`config.mk`:
```
export PLATFORM = sky130hd
export DESIGN_NAME = dot_renderer
export DESIGN_NICKNAME = d
export VERILOG_FILES = /design/src/rtl/dot_renderer.sv
export SDC_FILE = /design/constraint.sdc
export NUM_CORES = 1
export LEC_CHECK = 0
export ABC_AREA = 0
export BUFFER_PORTS_ARGS = -buffer_cell sky130_fd_sc_hd__clkbuf_2
export CAP_MARGIN = 25
export CORE_MARGIN = 4
export CORE_UTILIZATION = 48
export DETAILED_ROUTE_END_ITERATION = 6
export PLACE_DENSITY = 0.86
export SLEW_MARGIN = 20
export SYNTH_ARGS = -nofsm -noshare
export SYNTH_HDL_FRONTEND = slang
export SYNTH_SLANG_ARGS = --single-unit
```
`constraint.sdc`:
```
create_clock -name clk -period 2.73 [get_ports clk]
set_clock_uncertainty 0.15 [all_clocks]
set_input_delay 0.819 -clock clk [delete_from_list [all_inputs] [get_ports clk]]
set_output_delay 0.819 -clock clk [all_outputs]
set_load 0.005 [all_outputs]
```
`src/rtl/dot_renderer.sv`:
```
// Dot pellet renderer: per-frame snapshot of the 90-bit dot map,
// 18x5 tile grid lookup and blink gating, two-clock pixel pipeline.
module dot_renderer #(
  parameter int          MAP_X0       = 32,
  parameter int          MAP_Y0       = 160,
  parameter int          TILE_LOG2    = 5,
  parameter int          DOT_LO       = 13,
  parameter int          DOT_HI       = 18,
  parameter int          BLINK_THRESH = 5,
  parameter int          BLINK_LOG2   = 4,
  parameter logic [11:0] DOT_COLOR    = 12'hFC8
) (
  input  logic        clk,
  input  logic        rst_n,
  input  logic [1:0]  scene,
  input  logic [0:89] dot,
  input  logic [5:0]  dot_cnt,
  input  logic        frame_start,
  input  logic        video_on,
  input  logic [9:0]  pix_x,
  input  logic [9:0]  pix_y,
  output logic        dot_pixel,
  output logic [11:0] dot_rgb,
  output logic        video_on_d
);

  localparam logic [9:0] X0 = 10'(MAP_X0);
  localparam logic [9:0] Y0 = 10'(MAP_Y0);
  localparam logic [9:0] X1 = 10'(MAP_X0 + (18 << TILE_LOG2));
  localparam logic [9:0] Y1 = 10'(MAP_Y0 + (5 << TILE_LOG2));
  localparam logic [4:0] LO = 5'(DOT_LO);
  localparam logic [4:0] HI = 5'(DOT_HI);
  localparam logic [5:0] BT = 6'(BLINK_THRESH);

  logic [0:89] shadow;
  logic [7:0]  frame_cnt;

  logic       s1_in_map;
  logic       s1_in_dot;
  logic       s1_scene_en;
  logic       s1_supp;
  logic       s1_vo;
  logic [4:0] s1_col;
  logic [2:0] s1_row;

  logic [9:0] rx;
  logic [9:0] ry;
  logic [9:0] cx;
  logic [9:0] cy;
  logic       in_map;
  logic       in_dot;
  logic       supp;
  logic [6:0] idx;
  logic       hit;

  // Stage 1 address decode and blink gating
  always_comb begin
    rx     = pix_x - X0;
    ry     = pix_y - Y0;
    cx     = rx >> TILE_LOG2;
    cy     = ry >> TILE_LOG2;
    in_map = (pix_x >= X0) && (pix_x < X1) &&
             (pix_y >= Y0) && (pix_y < Y1);
    in_dot = (rx[4:0] >= LO) && (rx[4:0] <= HI) &&
             (ry[4:0] >= LO) && (ry[4:0] <= HI);
    supp   = (dot_cnt != 6'd0) && (dot_cnt <= BT) &&
             frame_cnt[BLINK_LOG2];
  end

  // Stage 2 map lookup; out-of-map pixels never touch the shadow
  always_comb begin
    idx = {2'b00, s1_col} + ({4'b0000, s1_row} * 7'd18);
    hit = 1'b0;
    if (s1_in_map && idx < 7'd90)
      hit = shadow[idx];
  end

  // Frame snapshot of the dot map and frame counter
  always_ff @(posedge clk) begin
    if (!rst_n) begin
      shadow    <= '0;
      frame_cnt <= 8'd0;
    end else if (frame_start) begin
      shadow    <= dot;
      frame_cnt <= frame_cnt + 8'd1;
    end
  end

  // Stage 1 registers
  always_ff @(posedge clk) begin
    if (!rst_n) begin
      s1_in_map   <= 1'b0;
      s1_in_dot   <= 1'b0;
      s1_scene_en <= 1'b0;
      s1_supp     <= 1'b0;
      s1_vo       <= 1'b0;
      s1_col      <= 5'd0;
      s1_row      <= 3'd0;
    end else begin
      s1_in_map   <= in_map;
      s1_in_dot   <= in_dot;
      s1_scene_en <= scene[0];
      s1_supp     <= supp;
      s1_vo       <= video_on;
      s1_col      <= cx[4:0];
      s1_row      <= cy[2:0];
    end
  end

  // Stage 2 output registers
  always_ff @(posedge clk) begin
    if (!rst_n) begin
      dot_pixel  <= 1'b0;
      dot_rgb    <= 12'd0;
      video_on_d <= 1'b0;
    end else begin
      dot_pixel  <= s1_vo & s1_in_dot & hit &
                    s1_scene_en & ~s1_supp;
      dot_rgb    <= (s1_vo & s1_in_dot & hit &
                     s1_scene_en & ~s1_supp) ?
                    DOT_COLOR : 12'd0;
      video_on_d <= s1_vo;
    end
  end

endmodule

```
==> impl_metrics.tcl <==
set metrics [dict create \
    syn_area_mm2 0.005331 \
    synth_top_area_share_pct 41.30 \
    crit_type "reg -> reg" \
    antenna_found_initial 1 \
    final_layout_size_suffix_gt1_share_pct 32.36 \
    timing.final.crit_period_ps 2633 \
    grt-ovfl-total 0 \
    critPathRequiredTime_ps 2840 \
    synth_most_common_cell "dfxtp_1" \
    synth.avg_cell_area_um2 10.90 \
    drt_iter0_drc 232 \
    ys_ff_latch 110 \
    clock_path_buffers 2 \
    hpwl_um 9128 \
    rsz0062_at_grt "true" \
    hold_end "video_on_d" \
    routed_via_density 5.220 \
    synth_top_cell_by_area "dfxtp_1" \
    cap_violations 0 \
    holdPathStages 1 \
    clockPowerShare_pct 29.7 \
    clk_pin_slew_worst_paths_ps 90 \
    switching_power_mw 0.8731 \
    final_util_pct 59.13 \
    yosysWarnings 0 \
    endpoint_kind "flop" \
    slew_headroom_pct 56.21 \
    finalWeightedCongestion 0.8795 \
    drt-total-wl_um 12170 \
    fmax_mhz 379.8 \
    wire_per_inst_um 16.10 \
    nNetsFinal 741 \
    synth_cell_types 51 \
    die_area_mm2 0.01286 \
    port_buffers 129 \
    wl_met1_um 5135 \
    cp.arrival_ps 2750 \
    ys_async_sr_fraction_pct 0 \
    power_density_mw_per_mm2 540.0 \
    power_frac_comb_pct 19.8 \
    cp_max_fo 4 \
    cts_buffers 9 \
    syn_inst 489 \
    synthTopCellsByArea "dfxtp_1 41%, mux2i_1 19%, nor2b_1 11%" \
    p_int_mw 2.588 \
    peakVddDrop_mv 0.3925 \
    power_mw 3.461 \
    synth_seq_area_share_pct 41.30 \
    met3WireLength_um 768 \
    clkLatencyLatePin_ps 370 \
    cts.sinks 110 \
    min_from "s1_vo" \
    pwr-share-seq_pct 50.5 \
    core-area_mm2 0.01084 \
    cts_tree "yes" \
    reg2reg_depth 10 \
    grt_max_degree 89 \
    route.met2.wl_um 6064 \
    start_util_pct 49.18 \
    rows 38 \
    worst_slew_pin_slew_ps 656.9 \
    hold_viol 0 \
    first_global_vias 4094 \
    swShare_pct 25.22 \
    finalSetupTns_ps 0 \
    leakagePower_nw 2.907 \
    synthTopCellsByCount "110 x dfxtp_1, 99 x mux2i_1, 97 x nor2b_1, 17 x clkbuf_1, 15 x mux4_2" \
    synth_edf_count 0 \
    drc 0 \
    grt.total_usage_pct 18.91 \
    top_layer "met4" \
    vias 3946 \
    hp-class "reg -> reg" \
    die_w_um 113.4 \
    ctsHtreeMaxLevel 3 \
    finalSetupViolations 0 \
    boundaryPins 136 \
    grt_pass1_wl_um 19370 \
    fin_crit_sh_pct 96.44 \
    outcome "finished clean" \
    reg2reg_slack_ps 100 \
    die_height_um 113.4 \
    cts-root-buf "clkbuf_8" \
    postRouteAntennaNets 0 \
    ys_dominant_reg_cell "dfxtp_1" \
    r2r-start "s1_row[0]" \
    r2r_end "dot_rgb[10]" \
    drv_slew 0 \
    syn_to_final_growth_pct 20.23 \
    critPathLaunchType "flop" \
    first_pass_iters 6 \
]
[logic make-up (layout without fill, tap and decap cells)]
family                   after synthesis  after routing  share of synthesized area (%)
AO/OA/AOI/OAI                         35             35                          4.412
XOR/XNOR                              12             12                          2.253
adder cells (fa/ha/maj)                9              9                          2.253
buffers and inverters                 52            174                          4.858
flip-flops                           110            110                          41.30
multiplexers                         121            121                          27.81
other                                  1              6                        0.07034
AND/OR/NAND/NOR                      149            149                          17.04
[cell usage in the layout, fill, tap and decap left out, drive strengths merged, types with 3 or more instances in the layout]
cell type  count
clkbuf       141
dfxtp        110
mux2i         99
nor2b         97
buf           21
mux4          20
and2          11
nand2          9
inv            9
xnor2          8
ha             8
a21oi          7
nor2           7
o21ai          6
nand3          5
conb           5
a211oi         5
nand4          4
nor3           4
xor2           4
and3           3
[critical path: stages, from the launching register on]
cell and delay [ps]:
dfxtp_2 360, ha_4 140, inv_2 40, fa_2 370
xor2_2 240, buf_6 160, mux4_2 510, mux2i_1 170
mux2i_1 110, a211oi_2 230, nor4b_2 70
[power groups by stage]
stage,clock [mW],combinational [mW],sequential (mW)
floorplan,0,0.435,1.77
global placement,0,0.631,1.77
detailed placement,0,0.652,1.78
CTS,1.07,0.672,1.75
global route,1.14,0.747,1.76
finish,1.03,0.685,1.75
[metrics by stage]
step	worst slack (ps)	cell area [µm²]	instances	hold slack, ps
global route	-11.29	6410	756	335.5
detailed placement	-102.8	6152	738	289.8
CTS	12.37	6380	755	311.2
finish	97.19	6410	756	307.4
floorplan	11.14	5349	493	278.4
global placement	-70.73	6152	738	298.8
[flip-flops by register name, indices dropped and copies added, names as in the netlist]
name,count
shadow,90
frame_cnt,5
s1_col,5
s1_row,3
dot_rgb,1
s1_in_dot,1
s1_in_map,1
s1_scene_en,1
s1_supp,1
s1_vo,1
video_on_d,1
[timing repair]
item | 4_1_cts | 5_1_grt
endpoints found under the setup margin | 1 | 1
resized for setup | 10 | 7
pin swaps | 3 | 7
cloned | 0 | 0
setup buffers | 1 | 0
hold buffers | 0 | 0
[layer usage]
layer  vias up  global-route usage (%)
li1       1930                       -
met1      1876                   22.93
met2       130                   32.78
met3        10                   4.350
met4         0                   7.051
met5         -                       0
[area by class of cell]
type | count | area, µm²
Sequential cell | 110 | 2205
Antenna cell | 1 | 2.502
Multi-Input combinational cell | 331 | 2907
Clock buffer | 13 | 178.9
Fill cell | 894 | 4431
Inverter | 9 | 33.78
Clock inverter | 3 | 40.04
Tap cell | 140 | 175.2
Timing Repair Buffer | 149 | 868.3
[worst max path at each step]
stage / depth (start not counted) / from / to
finish: 10 / s1_row[0] / dot_rgb[10]
floorplan: 10 / s1_row[0] / dot_rgb[10]
global route: 10 / s1_row[0] / dot_rgb[10]
CTS: 10 / s1_row[0] / dot_rgb[10]
detailed placement: 10 / s1_row[0] / dot_rgb[10]
global placement: 10 / s1_row[0] / dot_rgb[10]
Note: power is estimated with default switching activity, not from simulation.
